[src/rtl/muxn_rr_sel.sv]
// N-channel valid/ready selector with a registered output stage; fixed-select or round-robin grant.
// Optional MUXN_XFER_CNT_EN adds a saturating 16-bit output-transfer counter (xfer_cnt).
module muxn_rr_sel #(
  parameter int WIDTH    = 8,
  parameter int CHANNELS = 4,
  parameter int SELW     = 2
) (
  input  logic                      clk,
  input  logic                      reset,
  input  logic                      mode,
  input  logic [SELW-1:0]           sel,
  input  logic [CHANNELS*WIDTH-1:0] in_data,
  input  logic [CHANNELS-1:0]       in_valid,
  output logic [CHANNELS-1:0]       in_ready,
  output logic [WIDTH-1:0]          out_data,
  output logic                      out_valid,
  input  logic                      out_ready,
  output logic [SELW-1:0]           out_chan
`ifdef MUXN_XFER_CNT_EN
  ,
  output logic [15:0]               xfer_cnt
`endif
);

  localparam logic [SELW:0] CH_EXT = (SELW+1)'(CHANNELS);

  logic [WIDTH-1:0] chan_data [CHANNELS];
  logic [WIDTH-1:0] out_data_q, out_data_d;
  logic             out_valid_q, out_valid_d;
  logic [SELW-1:0]  out_chan_q, out_chan_d;
  logic [SELW-1:0]  ptr_q, ptr_d;
  logic             load_en;
  logic             grant_vld;
  logic [SELW-1:0]  grant_idx;
  logic [SELW:0]    rr_idx;
  logic             xfer;

  genvar gi;
  generate
    for (gi = 0; gi < CHANNELS; gi++) begin : g_unpack
      assign chan_data[gi] = in_data[gi*WIDTH +: WIDTH];
    end
  endgenerate

  assign load_en = ~out_valid_q | out_ready;

  // Round-robin scans from ptr downward in priority; iterating backwards lets the nearest valid win.
  always_comb begin
    grant_vld = 1'b0;
    grant_idx = '0;
    rr_idx    = '0;
    if (!mode) begin
      if (({1'b0, sel} < CH_EXT) && in_valid[sel]) begin
        grant_vld = 1'b1;
        grant_idx = sel;
      end
    end else begin
      for (int k = CHANNELS - 1; k >= 0; k--) begin
        rr_idx = {1'b0, ptr_q} + (SELW+1)'(k);
        if (rr_idx >= CH_EXT) begin
          rr_idx = rr_idx - CH_EXT;
        end
        if (in_valid[rr_idx[SELW-1:0]]) begin
          grant_vld = 1'b1;
          grant_idx = rr_idx[SELW-1:0];
        end
      end
    end
  end

  always_comb begin
    in_ready = '0;
    for (int i = 0; i < CHANNELS; i++) begin
      in_ready[i] = load_en & grant_vld & (grant_idx == SELW'(i));
    end
  end

  assign xfer = load_en & grant_vld;

  always_comb begin
    out_valid_d = out_valid_q;
    out_data_d  = out_data_q;
    out_chan_d  = out_chan_q;
    ptr_d       = ptr_q;
    if (xfer) begin
      out_valid_d = 1'b1;
      out_data_d  = chan_data[grant_idx];
      out_chan_d  = grant_idx;
      ptr_d       = (grant_idx == SELW'(CHANNELS - 1)) ? '0 : grant_idx + SELW'(1);
    end else if (out_valid_q & out_ready) begin
      out_valid_d = 1'b0;
    end
  end

  always_ff @(posedge clk) begin
    if (!reset) begin
      out_valid_q <= 1'b0;
      out_data_q  <= '0;
      out_chan_q  <= '0;
      ptr_q       <= '0;
    end else begin
      out_valid_q <= out_valid_d;
      out_data_q  <= out_data_d;
      out_chan_q  <= out_chan_d;
      ptr_q       <= ptr_d;
    end
  end

  assign out_valid = out_valid_q;
  assign out_data  = out_data_q;
  assign out_chan  = out_chan_q;

`ifdef MUXN_XFER_CNT_EN
  logic [15:0] cnt_q, cnt_d;

  always_comb begin
    cnt_d = cnt_q;
    if (out_valid_q & out_ready & (cnt_q != 16'hFFFF)) begin
      cnt_d = cnt_q + 16'd1;
    end
  end

  always_ff @(posedge clk) begin
    if (!reset) begin
      cnt_q <= '0;
    end else begin
      cnt_q <= cnt_d;
    end
  end

  assign xfer_cnt = cnt_q;
`endif

endmodule
[config.mk]
export PLATFORM = sky130hd
export DESIGN_NAME = muxn_rr_sel
export DESIGN_NICKNAME = d
export VERILOG_FILES = /design/src/rtl/muxn_rr_sel.sv
export SDC_FILE = /design/constraint.sdc
export NUM_CORES = 1
export LEC_CHECK = 0
export ABC_AREA = 0
export CAP_MARGIN = 15
export CORE_UTILIZATION = 58
export CTS_BUF_LIST = sky130_fd_sc_hd__clkbuf_8
export DETAILED_ROUTE_END_ITERATION = 10
export DONT_BUFFER_PORTS = 1
export MAX_ROUTING_LAYER = met4
export PLACE_DENSITY = 0.77
export REMOVE_ABC_BUFFERS = 1
export SYNTH_ARGS = -nofsm -noshare
export SYNTH_HDL_FRONTEND = slang
export SYNTH_SLANG_ARGS = --single-unit
export TNS_END_PERCENT = 50
[constraint.sdc]
create_clock -name clk -period 1.55 [get_ports clk]
set_input_delay 0.31 -clock clk [delete_from_list [all_inputs] [get_ports clk]]
set_output_delay 0.31 -clock clk [all_outputs]
set_load 0.01 [all_outputs]
* Word level (Yosys, flattened, before mapping)
Cells that the tools add are included.
** Cells by class
- Add/sub/neg operators :: 8
- Multipliers :: 0
- Div/mod/pow operators :: 0
- $lt $le $gt $ge :: 10
- Equality and inequality tests :: 3
- Shift-type cells :: 0
- Muxes and demuxes :: 36
- Bitwise gates (word level) :: 9
- Reductions and logical operators :: 2
** Operators by type and width (count)
- 2-to-1 mux 2 bit :: 15
- binary-select mux 8 bit (select 2 bit) :: 1
- 2-to-1 mux 8 bit :: 2
- less-than comparator 2 x 3 -> 1 bit (second input constant) :: 5
- 2-to-1 mux 1 bit :: 13
- greater-or-equal comparator 3 bit (second input constant) :: 4
- binary-select mux 1 bit (select 2 bit) :: 5
- subtractor 2 x 1 -> 2 bit (second input constant) :: 4
- adder 2 x 2 -> 3 bit (second input constant) :: 2
- AND 1 bit :: 6
- equality test 2 bit (second input constant) :: 2
- adder 2 x 1 -> 3 bit (second input constant) :: 1
- greater-or-equal comparator 2 x 3 -> 1 bit (second input constant) :: 1
- inverter 2 -> 3 bit :: 1
- adder 2 x 1 -> 2 bit (second input constant) :: 1
- equality test 2 x 1 -> 1 bit (second input constant) :: 1
- logical NOT 2 bit :: 1
- nonzero test 2 bit :: 1
- inverter 1 bit :: 1
- bitwise OR 1 bit :: 1
** Word-level totals
- Register bits after elaboration :: 13
- Bits in latches :: 0
- Bits in writable memories :: 0
- Bits in read-only memories :: 0
- Input bits :: 42
- Output and inout port bits :: 15
- Logic and storage cells :: 72
- Memories kept :: 0

* Logic depth before layout (Yosys ltp)
Gate-level depths: netlist (run 1).
- Depth after elaboration :: 15
- Mapped depth :: 6
- Gate-level depth less buffers :: 5

* Least setup slack after synthesis (run 1)
Ideal clock, no wire load.
- Path kind :: reg-to-output
- Start :: register ptr_q[1]
- End :: output port in_ready[1]
- Data arrival time :: 1.550 ns
- Required time :: 1.240 ns
- Slack :: -0.310 ns
- Stages on the path, launching flop included :: 6
- Buffers on the path :: 1
- Path through :: dfxtp_1 mux2i_1 nor2_1 o41a_4 buf_6 nor3_1
** On the way
- Longest elaborated chain between the ends :: 13
- Elaborated cells on any way between the ends :: 40
- Classes of those cells :: add/sub: 7; order compare: 4; eq/ne: 1; mux: 26; bitwise: 2
** Ends and longest elaborated chain
- start, declared :: line 31 : logic [SELW-1:0] ptr_q, ptr_d;
- start signal, assigned :: line 105 : ptr_q <= ptr_d;
- adder 2 x 2 -> 3 bit :: line 59 : rr_idx = {1'b0, ptr_q} + (SELW+1)'(k);
- greater-or-equal comparator 3 bit / subtractor 2 x 1 -> 2 bit (equally long branches) :: line 60, 61
- 2-to-1 mux 2 bit :: line 60 : if (rr_idx >= CH_EXT) begin
- 2-to-1 mux 2 bit :: line 52 : if (!mode) begin
- binary-select mux 1 bit (select 2 bit) :: line 63 : if (in_valid[rr_idx[SELW-1:0]]) begin
- 2-to-1 mux 1 bit (implied by the code) :: line 63
- 2-to-1 mux 2 bit / 2-to-1 mux 1 bit (equally long branches) (4 in a row) :: line 63
- 2-to-1 mux 2 bit / 2-to-1 mux 1 bit (equally long branches) :: line 52
- equality test 2 x 1 -> 1 bit / AND 1 bit (equally long branches) :: line 74 : in_ready[i] = load_en & grant_vld & (grant_idx == SELW'(i));
- AND 1 bit (*) :: line 74
- end, declared :: line 14 : output logic [CHANNELS-1:0] in_ready,
Every way passes the cells marked *; elsewhere a longest branch is shown, timed or not. The select of a mux whose other input is x is not followed.

* Worst setup path in the final report (run 1)
- Start :: register ptr_q[1]
- End :: output port in_ready[3]
** On the way
- Longest elaborated chain between the ends :: 13
- Elaborated cells on any way between the ends :: 40
- Classes of those cells :: add/sub: 7; order compare: 4; eq/ne: 1; mux: 26; bitwise: 2
** Ends and longest elaborated chain (line)
- adder 2 x 2 -> 3 bit :: 59
- greater-or-equal comparator 3 bit / subtractor 2 x 1 -> 2 bit (equally long branches) :: 60, 61
- 2-to-1 mux 2 bit :: 60
- 2-to-1 mux 2 bit :: 52
- binary-select mux 1 bit (select 2 bit) :: 63
- 2-to-1 mux 1 bit (implied by the code) :: 63
- 2-to-1 mux 2 bit / 2-to-1 mux 1 bit (equally long branches) (4 in a row) :: 63
- 2-to-1 mux 2 bit / 2-to-1 mux 1 bit (equally long branches) :: 52
- equality test 2 bit / AND 1 bit (equally long branches) :: 74
- AND 1 bit (*) :: 74
Marks and branches as above.

==> flow_summary.ini, run 1 <==
[status]
status = finished with violations
violations = negative setup slack

[synth]
syn_area_per_cell_sq_um = 9.58
synth_top_flop_cell = dfxtp_1
synth_top_area_share_pct = 29.2
yosysUniqueCellTypes = 31
ys_top_cells_by_area = dfxtp_1, mux2i_1, o221ai_1, nand3_1, buf_6
synth.most_common_cell = mux2i_1
yosys.area.top_type = dfxtp_1
ys_ff_latch = 13
synth_edf_count = 0
async_reset_ff_share_pct = 0
yosys-top-cells-count = mux2i_1, dfxtp_1, nand3_1, o221ai_1, nor2_1
ys_seq_area_share_pct = 29.2
synth_cells = 93
syn_area_sq_um = 891
yosys_warnings = 0

[pwr]
power_density_nw_per_um2 = 963
finalPower_uw = 1050
p_clk_share_pct = 27.8
internal_power_uw = 732
pwr-share-comb_pct = 31.8
switching_share_pct = 30.5
power.share.sequential_pct = 40.4
ir_worst_vdd_mv = 0.892
p_sw_uw = 322
p_leak_uw = 0.000495

[setup_path]
cp-start-kind = flip-flop
reg2reg_depth = 8
cp_data_required_time_ps = 1240
cp_slowest_cell = o41a_4
cpLargestDelayFamily = compound AO/OA/AOI/OAI gates
reg2reg_to = out_data[1]
cp.depth = 6
worstSetupPathType = flip-flop to output pin
cp_data_arrival_time_ps = 1600
cp_max_fo = 4
reg2reg_slack_ps = -230
max_stage_delay_ps = 490
worst-path-buf-inv = 2
cp-end-kind = output pin
r2r-start = ptr_q[1]
crit_top_cell = buf_6
crit_chain = buf_6 -> nand2_2 -> nor2_2 -> o41a_4 -> nor3_4 -> buf_6

[timing]
worstMarginPinSlew_ps = 388
finalHoldViolations = 0
fin_ws_ps = -357
min_period_over_period_pct = 123
rsz0062_at_grt = yes
period_needed_ps = 1910
finalSetupViolCount = 13
maxSlewViolCount = 0
setup-tns-final_ps = -3030
worst_hold_slack_ps = 186
fin_skew_ps = 1.43
max_freq_ghz = 0.524
worst_slew_margin_rel_pct = 74.1

[grt]
grtUsageTotal_pct = 26.3
grt_pass1_wl_mm = 2.78
grt_pass1_vias = 654
antenna_found_initial = 0
grt_max_degree = 18
grt.overflow.total = 0

[drt]
wl_mm = 2.16
first_iter_violations = 6
vias = 810
antenna_left = 0
detail_route.first_pass.iterations = 4
wl_per_cell_um = 17.7
viasPerCell = 6.64
drcViolationCount = 0

[cts]
cts_tree = done
clockBufferDepth = 2
cts.sinks = 13
htree_levels = 1
clk_pin_slew_ps = 50
cts_buffers = 3
cts_hold_buf = 0
clk_latency_ps = 240
root_buffer = clkbuf_8

[placed_design]
hpwl_mm = 1.65
gp_congestion = 0.838
io_buffers = 0

[layout]
synthToLayoutAreaGrowth_pct = 22.8
drive_gt1_share_pct = 31.8
fillCellCount = 85
nets = 150
antennaDiodeCount = 0

[die]
core_area_sq_um = 1370
die_y_um = 41.2
fp.dieW_um = 41.2
initial_core_util_pct = 65.2
rows = 13
die-area_sq_um = 1700
pin_count = 57

[worst_hold_path]
hold_class = primary input to flip-flop
min_from = reset
min_to = out_valid
hold_depth = 1

[job]
maxCapViolCount = 0
## worst max-delay path by stage
stage / startpoint / endpoint / slack [ps]
finish: ptr_q[1] / in_ready[3] / -360
global route: ptr_q[0] / in_ready[3] / -440
CTS: ptr_q[1] / in_ready[3] / -370
detailed placement: ptr_q[1] / out_data[7] / -290
global placement: ptr_q[1] / in_ready[3] / -210
floorplan: ptr_q[1] / in_ready[1] / -320
## per-stage QoR
step / utilization [%] / setup WS (ps) / cells / instance area, sq um
floorplan: - / -318 / 88 / 848
global placement: 71.2 / -209 / 117 / 972
detailed placement: 71.2 / -289 / 117 / 972
CTS: 78.1 / -375 / 122 / 1070
global route: 80.0 / -438 / 122 / 1090
finish: 80.0 / -357 / 122 / 1090
## flip-flops by register name, summed over array words and instances, names as in the netlist
signal     cells
out_data       8
ptr_q          2
out_valid      1
out_chan       2
## layout by cell type (no fill, tap or decap), types with 3 or more instances in the layout
master,instances
nor2b_1,3
buf_4,12
nand3_1,8
nand2b_1,4
o221ai_1,8
mux2i_1,19
nor2_1,4
clkbuf_8,3
dfxtp_1,12
nand2_1,3
## repair_timing
action,CTS,global route
buffers inserted,1,0
resized for setup,11,4
pin swaps,7,5
endpoints found under the setup margin,14,15
## routing by layer
metal / up-vias / wire [um] / track usage, %
met1: 381 / 836 / 29.6
li1: 387 / - / -
met4: 0 / 28 / 8.87
met5: - / 0 / -
met2: 38 / 1150 / 43.8
met3: 4 / 144 / 8.15
## layout make-up
cell class / count / area [sq um] / area share [%]
Multi-Input combinational cell: 75 / 636 / 58.1
Sequential cell: 13 / 262 / 23.9
Timing Repair Buffer: 15 / 133 / 12.1
Clock buffer: 3 / 41.3 / 3.78
Tap cell: 15 / 18.8 / 1.72
Clock inverter: 1 / 3.75 / 0.343
## power by group through the flow
stage / logic (uW) / registers (uW) / clock network, uW
2_1_floorplan: 200 / 424 / 0
3_3_place_gp: 282 / 428 / 0
3_5_place_dp: 294 / 430 / 0
4_1_cts: 323 / 425 / 296
5_1_grt: 363 / 430 / 317
6_report: 335 / 426 / 292
## cell families (layout without fill, tap and decap cells)
group	after synthesis	count (layout)	share of synthesized area, %
mux	20	20	22.6
flops	13	13	29.2
simple gates	30	30	18.1
compound gates	24	24	24.3
buf+inv	5	19	4.77
xor+xnor	1	1	0.983
No activity file was read; power rests on OpenSTA's default activity.
==> run 2: changes to the inputs <==
--- a/config.mk
+++ b/config.mk
@@ -7,12 +7,16 @@
 export LEC_CHECK = 0
 export ABC_AREA = 0
 export CAP_MARGIN = 15
-export CORE_UTILIZATION = 58
+export CELL_PAD_IN_SITES_DETAIL_PLACEMENT = 2
+export CELL_PAD_IN_SITES_GLOBAL_PLACEMENT = 2
+export CORE_ASPECT_RATIO = 2
+export CORE_UTILIZATION = 31
 export CTS_BUF_LIST = sky130_fd_sc_hd__clkbuf_8
+export CTS_CLUSTER_DIAMETER = 120
 export DETAILED_ROUTE_END_ITERATION = 10
 export DONT_BUFFER_PORTS = 1
 export MAX_ROUTING_LAYER = met4
-export PLACE_DENSITY = 0.77
+export PLACE_DENSITY = 0.76
 export REMOVE_ABC_BUFFERS = 1
 export SYNTH_ARGS = -nofsm -noshare
 export SYNTH_HDL_FRONTEND = slang
==> run 2 against run 1 <==
  * Via count up 5.6%
  * Non-clock buffer count up 4
  * Largest power group unchanged
  * Die area up 83%
  * Flip-flop and latch count unchanged
  * Sequential share of layout area down 1.8 points
  * Critical endpoint is now in_ready[1]
  * Critical path depth down 1
  * Core utilization down 36 points
  * The run still ends with negative setup slack left
==> flow_summary.ini, run 2 (synthesis results as in run 1) <==
[worst_hold_path]
hold_class = primary input to flip-flop
min_from = reset

[drt]
first_iter_violations = 7
detail_route.first_pass.iterations = 3
drcViolationCount = 0
viasPerCell = 6.11
wl_per_cell_um = 20.9
antenna_left = 0
vias = 855
wl_mm = 2.93

[placed_design]
hpwl_mm = 2.06
gp_congestion = 0.638
dp_slack_ps = -274
io_buffers = 0

[grt]
grt_max_degree = 16
grt_pass1_vias = 920
grt_pass1_wl_mm = 4.23
grtUsageTotal_pct = 19.9
grt.overflow.total = 0
antenna_found_initial = 0

[timing]
min_period_over_period_pct = 123
period_needed_ps = 1900
max_freq_ghz = 0.526
fin_ws_ps = -352
worst_slew_margin_rel_pct = 70.1
fin_skew_ps = 2.98
finalHoldViolations = 0
maxSlewViolCount = 0
rsz0062_at_grt = yes
worstMarginPinSlew_ps = 444
finalSetupViolCount = 14

[pwr]
p_sw_uw = 370
internal_power_uw = 769
pwr-share-comb_pct = 36.0
switching_share_pct = 32.5
p_leak_uw = 0.000521
power_density_nw_per_um2 = 951
ir_worst_vdd_mv = 0.527
p_clk_share_pct = 26.5
power.share.sequential_pct = 37.5

[die]
fp.dieW_um = 39.9
die-area_sq_um = 3110
die_y_um = 77.8
core_area_sq_um = 2740
rows = 27
pin_count = 57
initial_core_util_pct = 32.6

[cts]
clockBufferDepth = 2
htree_levels = 1
cts_hold_buf = 0
root_buffer = clkbuf_8
clk_latency_ps = 250
cts_tree = done
cts.sinks = 13
cts_buffers = 3
clk_pin_slew_ps = 60

[layout]
final_common_cell = mux2i_1
antennaDiodeCount = 0
utilization_pct = 43.8
drive_gt1_share_pct = 40.5
largest_register_ffs = 8
layout_common_cells = mux2i_1, buf_4, dfxtp_1
nets = 154
synthToLayoutAreaGrowth_pct = 34.4

[setup_path]
worstSetupPathType = flip-flop to output pin
cp_max_fo = 4
setup.worst_path.start = ptr_q[1]
cp_data_arrival_time_ps = 1590
cp-end-kind = output pin
cp-start-kind = flip-flop
r2r-start = ptr_q[1]
cp_data_required_time_ps = 1240

[status]
violations = negative setup slack
status = finished with violations

[job]
maxCapViolCount = 0
run 2: layout make-up:
| class | instances | area, sq um |
|---|---|---|
| multi-input combinational | 75 | 678 |
| fill | 301 | 1540 |
| timing repair buffer | 19 | 173 |
| clock buffer | 3 | 41.3 |
| clock inverter | 1 | 3.75 |
| sequential | 13 | 265 |
| tap | 29 | 36.3 |
run 2: critical path, stage by stage (launching register included):
cell     delay, ps
dfxtp_4        370
mux2i_1        230
nor2_1          70
o41a_4         400
nor3_4         150
buf_6          130
run 2: layer usage:
layer  up-vias  track usage (%)  part of all wire [%]
met3         7             2.86                   5.4
met5         -                -                     0
met1       413             18.3                    33
met2        41             36.5                    59
li1        394                -                     -
met4         0             8.28                   2.9
run 2: final timing paths:
check	to	slack, ps	cells past startpoint
worst max-delay path	in_ready[1]	-350	5
worst min-delay path	out_chan[1]	190	1
worst min register to register	ptr_q[0]	500	2
worst max register to register	out_data[2]	-330	8
run 2: repair_timing:
action | CTS | global route
resized for setup | 18 | 13
buffers inserted | 4 | 2
pin swaps | 8 | 2
endpoints found under the setup margin | 12 | 14
run 2: power by group through the flow:
stage	logic [uW]	registers [uW]	clock network, uW
final	410	427	302
after global routing	437	432	330
after CTS	355	427	320
after detailed placement	298	431	0
after global placement	285	430	0
after floorplan	200	424	0
run 2: stage by stage:
step	power (uW)	instance area (sq um)	instances	hold WS, ps	setup TNS, ps
global placement	714	982	130	435	-2420
global route	1200	1200	140	193	-4570
finish	1140	1200	140	191	-3580
CTS	1100	1120	138	185	-3500
floorplan	624	848	88	428	-1830
detailed placement	729	982	130	452	-3610
